===== config.mk =====
export PLATFORM = sky130hd
export DESIGN_NAME = game_flow_ctrl_flat
export DESIGN_NICKNAME = d
export VERILOG_FILES = /design/src/rtl/game_flow_ctrl_if.sv /design/src/rtl/game_flow_ctrl.sv /design/src/flat_wrapper.sv
export SDC_FILE = /design/constraint.sdc
export NUM_CORES = 1
export LEC_CHECK = 0
export ABC_AREA = 1
export ABC_CLOCK_PERIOD_IN_PS = 1610
export BUFFER_PORTS_ARGS = -buffer_cell sky130_fd_sc_hd__buf_4
export CELL_PAD_IN_SITES_DETAIL_PLACEMENT = 0
export CELL_PAD_IN_SITES_GLOBAL_PLACEMENT = 2
export CORE_MARGIN = 8
export CORE_UTILIZATION = 31
export CTS_BUF_LIST = sky130_fd_sc_hd__clkbuf_4 sky130_fd_sc_hd__clkbuf_8
export DETAILED_ROUTE_END_ITERATION = 16
export PLACE_DENSITY = 0.78
export SYNTH_ARGS = -nofsm -noshare
export SYNTH_HDL_FRONTEND = slang
export SYNTH_SLANG_ARGS = --single-unit

===== constraint.sdc =====
create_clock -name clk -period 1.61 [get_ports clk]
set_input_delay 0.322 -clock clk [delete_from_list [all_inputs] [get_ports clk]]
set_output_delay 0.322 -clock clk [all_outputs]
set_load 0.1 [all_outputs]

===== src/rtl/game_flow_ctrl_if.sv =====
// Game-flow bus: keyboard and game events in, mode flags and level/lives counts out.
// The master side drives the events; the controller sits on the slave side.
interface game_flow_ctrl_if #(
    parameter int KEY_W = 8
);
    logic [KEY_W-1:0] keycode;
    logic             frame_tick;
    logic             player_hit;
    logic             wave_cleared;
    logic             start;
    logic             level_start;
    logic             is_playing;
    logic             is_paused;
    logic             is_finished;
    logic             is_victory;
    logic [3:0]       lives;
    logic [3:0]       level;

    modport master (
        output keycode, frame_tick, player_hit, wave_cleared,
        input  start, level_start, is_playing, is_paused, is_finished, is_victory,
        input  lives, level
    );

    modport slave (
        input  keycode, frame_tick, player_hit, wave_cleared,
        output start, level_start, is_playing, is_paused, is_finished, is_victory,
        output lives, level
    );
endinterface


===== src/rtl/game_flow_ctrl.sv =====
// Space Invaders game sequencer: attract, multi-wave play, pause, inter-level gap,
// game over and victory, with registered mode flags and level/lives counts.
//
// state       | meaning
// ATTRACT     | idle after reset, any key starts a game
// START       | one-cycle new-game setup (start + level_start pulses)
// PLAYING     | wave in progress
// PAUSED      | game frozen until the pause key is pressed again
// LEVEL_CLEAR | countdown of frame ticks between waves
// GAME_OVER   | out of lives, restart key begins a new game
// VICTORY     | all waves cleared, restart key begins a new game
module game_flow_ctrl #(
    parameter int               KEY_W            = 8,
    parameter int               NUM_LEVELS       = 4,
    parameter int               START_LIVES      = 3,
    parameter int               LEVEL_GAP_FRAMES = 120,
    parameter logic [KEY_W-1:0] PAUSE_KEY        = KEY_W'(19),
    parameter logic [KEY_W-1:0] RESTART_KEY      = KEY_W'(44)
) (
    input  logic              clk,
    input  logic              reset,
    game_flow_ctrl_if.slave   bus
);

    localparam int GAP_W = $clog2(LEVEL_GAP_FRAMES + 1);

    typedef enum logic [2:0] {
        ATTRACT     = 3'd0,
        START       = 3'd1,
        PLAYING     = 3'd2,
        PAUSED      = 3'd3,
        LEVEL_CLEAR = 3'd4,
        GAME_OVER   = 3'd5,
        VICTORY     = 3'd6
    } state_t;

    state_t           state;
    logic [3:0]       flags;   // {is_playing, is_paused, is_finished, is_victory}
    logic             start_r;
    logic             level_start_r;
    logic [3:0]       lives_r;
    logic [3:0]       level_r;
    logic [KEY_W-1:0] key_q;
    logic [GAP_W-1:0] gap_cnt;
    logic             kp;

    assign kp = (bus.keycode != '0) && (bus.keycode != key_q);

    function automatic logic [3:0] flags_of(input state_t s);
        case (s)
            PLAYING:   flags_of = 4'b1000;
            PAUSED:    flags_of = 4'b0100;
            GAME_OVER: flags_of = 4'b0010;
            VICTORY:   flags_of = 4'b0011;
            default:   flags_of = 4'b0000;
        endcase
    endfunction

    always_ff @(posedge clk or posedge reset) begin
        if (reset) begin
            state         <= ATTRACT;
            flags         <= '0;
            start_r       <= 1'b0;
            level_start_r <= 1'b0;
            lives_r       <= '0;
            level_r       <= '0;
            key_q         <= '0;
            gap_cnt       <= '0;
        end else begin
            key_q         <= bus.keycode;
            start_r       <= 1'b0;
            level_start_r <= 1'b0;
            case (state)
                ATTRACT: begin
                    if (kp) begin
                        state         <= START;
                        flags         <= flags_of(START);
                        start_r       <= 1'b1;
                        level_start_r <= 1'b1;
                        lives_r       <= 4'(START_LIVES);
                        level_r       <= 4'd1;
                    end
                end
                START: begin
                    state <= PLAYING;
                    flags <= flags_of(PLAYING);
                end
                PLAYING: begin
                    // A fatal hit outranks a same-cycle wave clear.
                    if (bus.player_hit && lives_r <= 4'd1) begin
                        state   <= GAME_OVER;
                        flags   <= flags_of(GAME_OVER);
                        lives_r <= '0;
                    end else begin
                        if (bus.player_hit)
                            lives_r <= lives_r - 4'd1;
                        if (bus.wave_cleared) begin
                            if (level_r >= 4'(NUM_LEVELS)) begin
                                state <= VICTORY;
                                flags <= flags_of(VICTORY);
                            end else begin
                                state   <= LEVEL_CLEAR;
                                flags   <= flags_of(LEVEL_CLEAR);
                                gap_cnt <= GAP_W'(LEVEL_GAP_FRAMES);
                            end
                        end else if (kp && bus.keycode == PAUSE_KEY) begin
                            state <= PAUSED;
                            flags <= flags_of(PAUSED);
                        end
                    end
                end
                PAUSED: begin
                    if (kp && bus.keycode == PAUSE_KEY) begin
                        state <= PLAYING;
                        flags <= flags_of(PLAYING);
                    end
                end
                LEVEL_CLEAR: begin
                    if (bus.frame_tick) begin
                        if (gap_cnt <= GAP_W'(1)) begin
                            state         <= PLAYING;
                            flags         <= flags_of(PLAYING);
                            level_start_r <= 1'b1;
                            gap_cnt       <= '0;
                            if (level_r < 4'(NUM_LEVELS))
                                level_r <= level_r + 4'd1;
                        end else begin
                            gap_cnt <= gap_cnt - GAP_W'(1);
                        end
                    end
                end
                GAME_OVER, VICTORY: begin
                    if (kp && bus.keycode == RESTART_KEY) begin
                        state         <= START;
                        flags         <= flags_of(START);
                        start_r       <= 1'b1;
                        level_start_r <= 1'b1;
                        lives_r       <= 4'(START_LIVES);
                        level_r       <= 4'd1;
                    end
                end
                default: begin
                    state   <= ATTRACT;
                    flags   <= '0;
                    lives_r <= '0;
                    level_r <= '0;
                    gap_cnt <= '0;
                end
            endcase
        end
    end

    assign bus.start       = start_r;
    assign bus.level_start = level_start_r;
    assign bus.is_playing  = flags[3];
    assign bus.is_paused   = flags[2];
    assign bus.is_finished = flags[1];
    assign bus.is_victory  = flags[0];
    assign bus.lives       = lives_r;
    assign bus.level       = level_r;

endmodule


===== src/flat_wrapper.sv =====
// flat-port wrapper written by rule: the top's interface ports become plain ports
module game_flow_ctrl_flat 
#(
    parameter int               KEY_W            = 8,
    parameter int               NUM_LEVELS       = 4,
    parameter int               START_LIVES      = 3,
    parameter int               LEVEL_GAP_FRAMES = 120,
    parameter logic [KEY_W-1:0] PAUSE_KEY        = KEY_W'(19),
    parameter logic [KEY_W-1:0] RESTART_KEY      = KEY_W'(44)
)
  (clk, reset, bus_keycode, bus_frame_tick, bus_player_hit, bus_wave_cleared, bus_start, bus_level_start, bus_is_playing, bus_is_paused, bus_is_finished, bus_is_victory, bus_lives, bus_level);
  game_flow_ctrl_if #(.KEY_W(KEY_W)) bus_i ();
  input  logic clk;
  input  logic reset;
  input wire logic [$bits(bus_i.keycode)-1:0] bus_keycode;
  input wire logic [$bits(bus_i.frame_tick)-1:0] bus_frame_tick;
  input wire logic [$bits(bus_i.player_hit)-1:0] bus_player_hit;
  input wire logic [$bits(bus_i.wave_cleared)-1:0] bus_wave_cleared;
  output wire logic [$bits(bus_i.start)-1:0] bus_start;
  output wire logic [$bits(bus_i.level_start)-1:0] bus_level_start;
  output wire logic [$bits(bus_i.is_playing)-1:0] bus_is_playing;
  output wire logic [$bits(bus_i.is_paused)-1:0] bus_is_paused;
  output wire logic [$bits(bus_i.is_finished)-1:0] bus_is_finished;
  output wire logic [$bits(bus_i.is_victory)-1:0] bus_is_victory;
  output wire logic [$bits(bus_i.lives)-1:0] bus_lives;
  output wire logic [$bits(bus_i.level)-1:0] bus_level;
  assign bus_i.keycode = bus_keycode;
  assign bus_i.frame_tick = bus_frame_tick;
  assign bus_i.player_hit = bus_player_hit;
  assign bus_i.wave_cleared = bus_wave_cleared;
  assign bus_start = bus_i.start;
  assign bus_level_start = bus_i.level_start;
  assign bus_is_playing = bus_i.is_playing;
  assign bus_is_paused = bus_i.is_paused;
  assign bus_is_finished = bus_i.is_finished;
  assign bus_is_victory = bus_i.is_victory;
  assign bus_lives = bus_i.lives;
  assign bus_level = bus_i.level;
  game_flow_ctrl #(.KEY_W(KEY_W), .NUM_LEVELS(NUM_LEVELS), .START_LIVES(START_LIVES), .LEVEL_GAP_FRAMES(LEVEL_GAP_FRAMES), .PAUSE_KEY(PAUSE_KEY), .RESTART_KEY(RESTART_KEY)) u_core (.clk(clk), .reset(reset), .bus(bus_i));
endmodule

==> flow_summary.toml <==
[power]
irDropWorstVdd_v = 0.00137
p_per_area_nw_per_um2 = 2170
p_leak_uw = 0.00146

[placement]
hpwlAfterDp_um = 3660
gp_congestion = 0.780
port_buffers = 26
dp.cells = 386

[logic_synthesis]
yosys.cell_count.top_type = "nand2_1"
ys.flop_type = "dfrtp_1"
syn_area_per_cell_um2 = 7.61
synth_area_um2 = 1870
synthesis.nets = 264
synth_area_leader_cell = "dfrtp_1"
yosys.area.top_type_share_pct = 42.8
ys.warnings.count = 0
synth_edf_count = 0
async_flop_share_pct = 100
yosys_register_bits = 32
syn_inst = 246
synth_area_leaders = "dfrtp_1 (43%), nand2_1 (14%), inv_1 (7.8%), nand3_1 (3.7%), nor2_1 (3.6%)"
ys_types = 29
seq_area_frac_synth_pct = 42.8
synth_commonest_cells = "nand2_1 (69), inv_1 (39), dfrtp_1 (32)"

[sta]
setup_slack_ns = -0.120
clock.fmax_mhz = 578
fin_crit_sh_pct = 107
report.final.setup_viol = 16
slew_violations = 0
rsz0062_at_grt = "yes"
fin_crit_ns = 1.73
max_slew_margin_pct = 69.8
whs_ns = 0.125
worst_pin_slew_ns = 0.453
finClkSkew_ns = 0.00403
timing_hold_violations_final = 0
fin_setup_tns_ns = -1.20

[clock_tree]
clock-sinks = 32
cts_tree = "yes"
cts_made_buffers = 5
clock_insertion_delay_worst_skew_ns = 0.29
hold_buffers = 0
cts_htree_levels = 2
clk_pin_slew_worst_paths_ns = 0.07
cts-root-buf = "clkbuf_8"
clockBufferDepth = 2

[outcome]
status = "finished, violations left"
violations = "negative setup slack"

[floorplan]
die_w_um = 93.7
start_util_pct = 31.8
rows = 28
fp.coreArea_um2 = 5890
dieArea_um2 = 8790
die_h_um = 93.7
io_pins = 27

[global_routing]
antenna_found_initial = 0
grt_usage_pct = 11.4
grt_pass1_wl_um = 7940
first_global_vias = 1780
grt_max_degree = 33
grt_overflow_total = 0

[critical_path]
slowest_delay_ns = 0.51
cp_cell_sequence = "inv_2 -> ha_4 -> inv_2 -> nand2_2 -> nand3_4 -> nand2_2 -> inv_2 -> nand2_2 -> o31ai_1 -> nand2_1 -> inv_2 -> nor2_4 -> nand2_4 -> nand2_2 -> nand2_1"
crit_fanout = 7
worstPathArrival_ns = 1.91
path_class = "flop to flop"
cp_data_required_time_ns = 1.79
crit_path_start_kind = "flop"
cp_slowest_cell = "dfrtp_4"
end_kind = "flop"

[finish]
layout.cells.non_filler = 404
drive_gt1_share_pct = 41.3
fin_nets = 346
seqCellArea_um2 = 813
fillers = 597
area_delta_synth_final_pct = 49.8
antenna_cells = 0
multi_input_area_um2 = 1030

[routing]
drc = 0
drtIter0Drc = 64
vias = 1796
wirelength_um = 4740
avgViaCountPerCell = 4.45
dr.pass1.iters = 4
wl_per_cell_um = 11.7
ant_nets = 0

[worst_hold_path]
hold_class = "primary input to async pin"

[run]
cap_violations = 0
-- placed cells by master (no fill, tap or decap), types with 2 or more instances in the layout --
cell,instances
or2_2,2
dfrtp_2,4
ha_4,2
o21ai_0,9
nor2_1,16
dfrtp_4,2
inv_2,6
inv_1,35
nand2_1,63
nor3_1,2
o22ai_2,5
a21oi_2,3
a21oi_1,3
o21ai_1,4
a21oi_4,2
nand3_1,13
nand4_1,6
xor2_1,3
nor3_4,2
clkbuf_8,7
nand2_2,12
xnor2_1,6
buf_4,74
nand3_2,2
ha_1,3
buf_6,2
nor2_2,3
dfrtp_1,26
nor3_2,2
-- layout make-up --
| cell class | count | area share (%) |
|---|---|---|
| Tap cell | 75 | 3.34 |
| Timing Repair Buffer | 76 | 20.6 |
| Clock inverter | 1 | 1.07 |
| Clock buffer | 7 | 3.43 |
| Multi-Input combinational cell | 171 | 36.9 |
| Inverter | 42 | 5.71 |
| Sequential cell | 32 | 29.0 |
-- through the flow --
stage	worst slack (ns)	total power [µW]	area (µm²)	util, %
finish	-0.120	6100	2810	47.7
global route	-0.235	6550	2810	47.7
CTS	-0.0882	5810	2670	45.4
detailed placement	-0.150	4820	2490	42.3
global placement	-0.0924	4800	2490	42.3
floorplan	-0.260	3610	1900	-
-- worst max-delay path: cells and delay by family (launching register included) --
kind	cells	cell delay, ns
fa+ha+maj	1	0.12
simple gates	9	0.73
buf+inv	4	0.18
compound gates	1	0.06
flops	1	0.51
-- cells by family after synthesis --
family                     synth area share, %
adders and majority gates                 3.34
buffers and inverters                     8.68
xor gates and xnor gates                  4.21
and+or+nand+nor                           32.1
DFF                                       42.8
AOI/OAI and AO/OA                         8.95
-- state kept, by name, indices dropped and copies added, names as in the netlist --
name	flops
u_core.bus.level	4
u_core.bus.level_start	1
u_core.bus.lives	4
u_core.bus.start	1
u_core.flags	4
u_core.gap_cnt	7
u_core.key_q	8
u_core.state	3
-- timing repair --
action,4_1_cts,5_1_grt
setup endpoints to repair,14,22
pin swaps,7,9
setup buffers,5,5
gates resized for setup,6,22
-- path summary, 6_finish.rpt --
check	start	endpoint	slack [ns]	depth (start not counted)
max	u_core.bus.lives[0]$_DFFE_PP0P_	u_core.state[0]$_DFFE_PP0P_	-0.12	15
min	reset	u_core.key_q[7]$_DFF_PP0_	0.12	3
min reg2reg	u_core.flags[2]$_DFFE_PP0P_	u_core.flags[2]$_DFFE_PP0P_	0.48	2
max in group asynchronous	reset	u_core.bus.lives[0]$_DFFE_PP0P_	1.14	3
max reg2reg	u_core.bus.lives[0]$_DFFE_PP0P_	u_core.state[0]$_DFFE_PP0P_	-0.12	15
min in group clk	bus_keycode[6]	u_core.key_q[6]$_DFF_PP0_	0.17	1
-- routing by layer --
metal  vias up  track usage, %  wire, µm  share of wire, %
met4         0            4.76        63               1.3
met5         -               0         0                 0
met3         6            3.36       205               4.3
li1        945               -         -                 -
met1       820            14.0      2220                47
met2        25            18.3      2260                48
-- power by group --
part	total, µW	leakage [µW]	switching [µW]	internal (µW)
Clock	855	0.0000645	309	546
Combinational	4000	0.000995	2430	1570
Sequential	1250	0.000397	166	1080
Total	6100	0.00146	2900	3200
No activity file was read; power rests on OpenSTA's default activity.
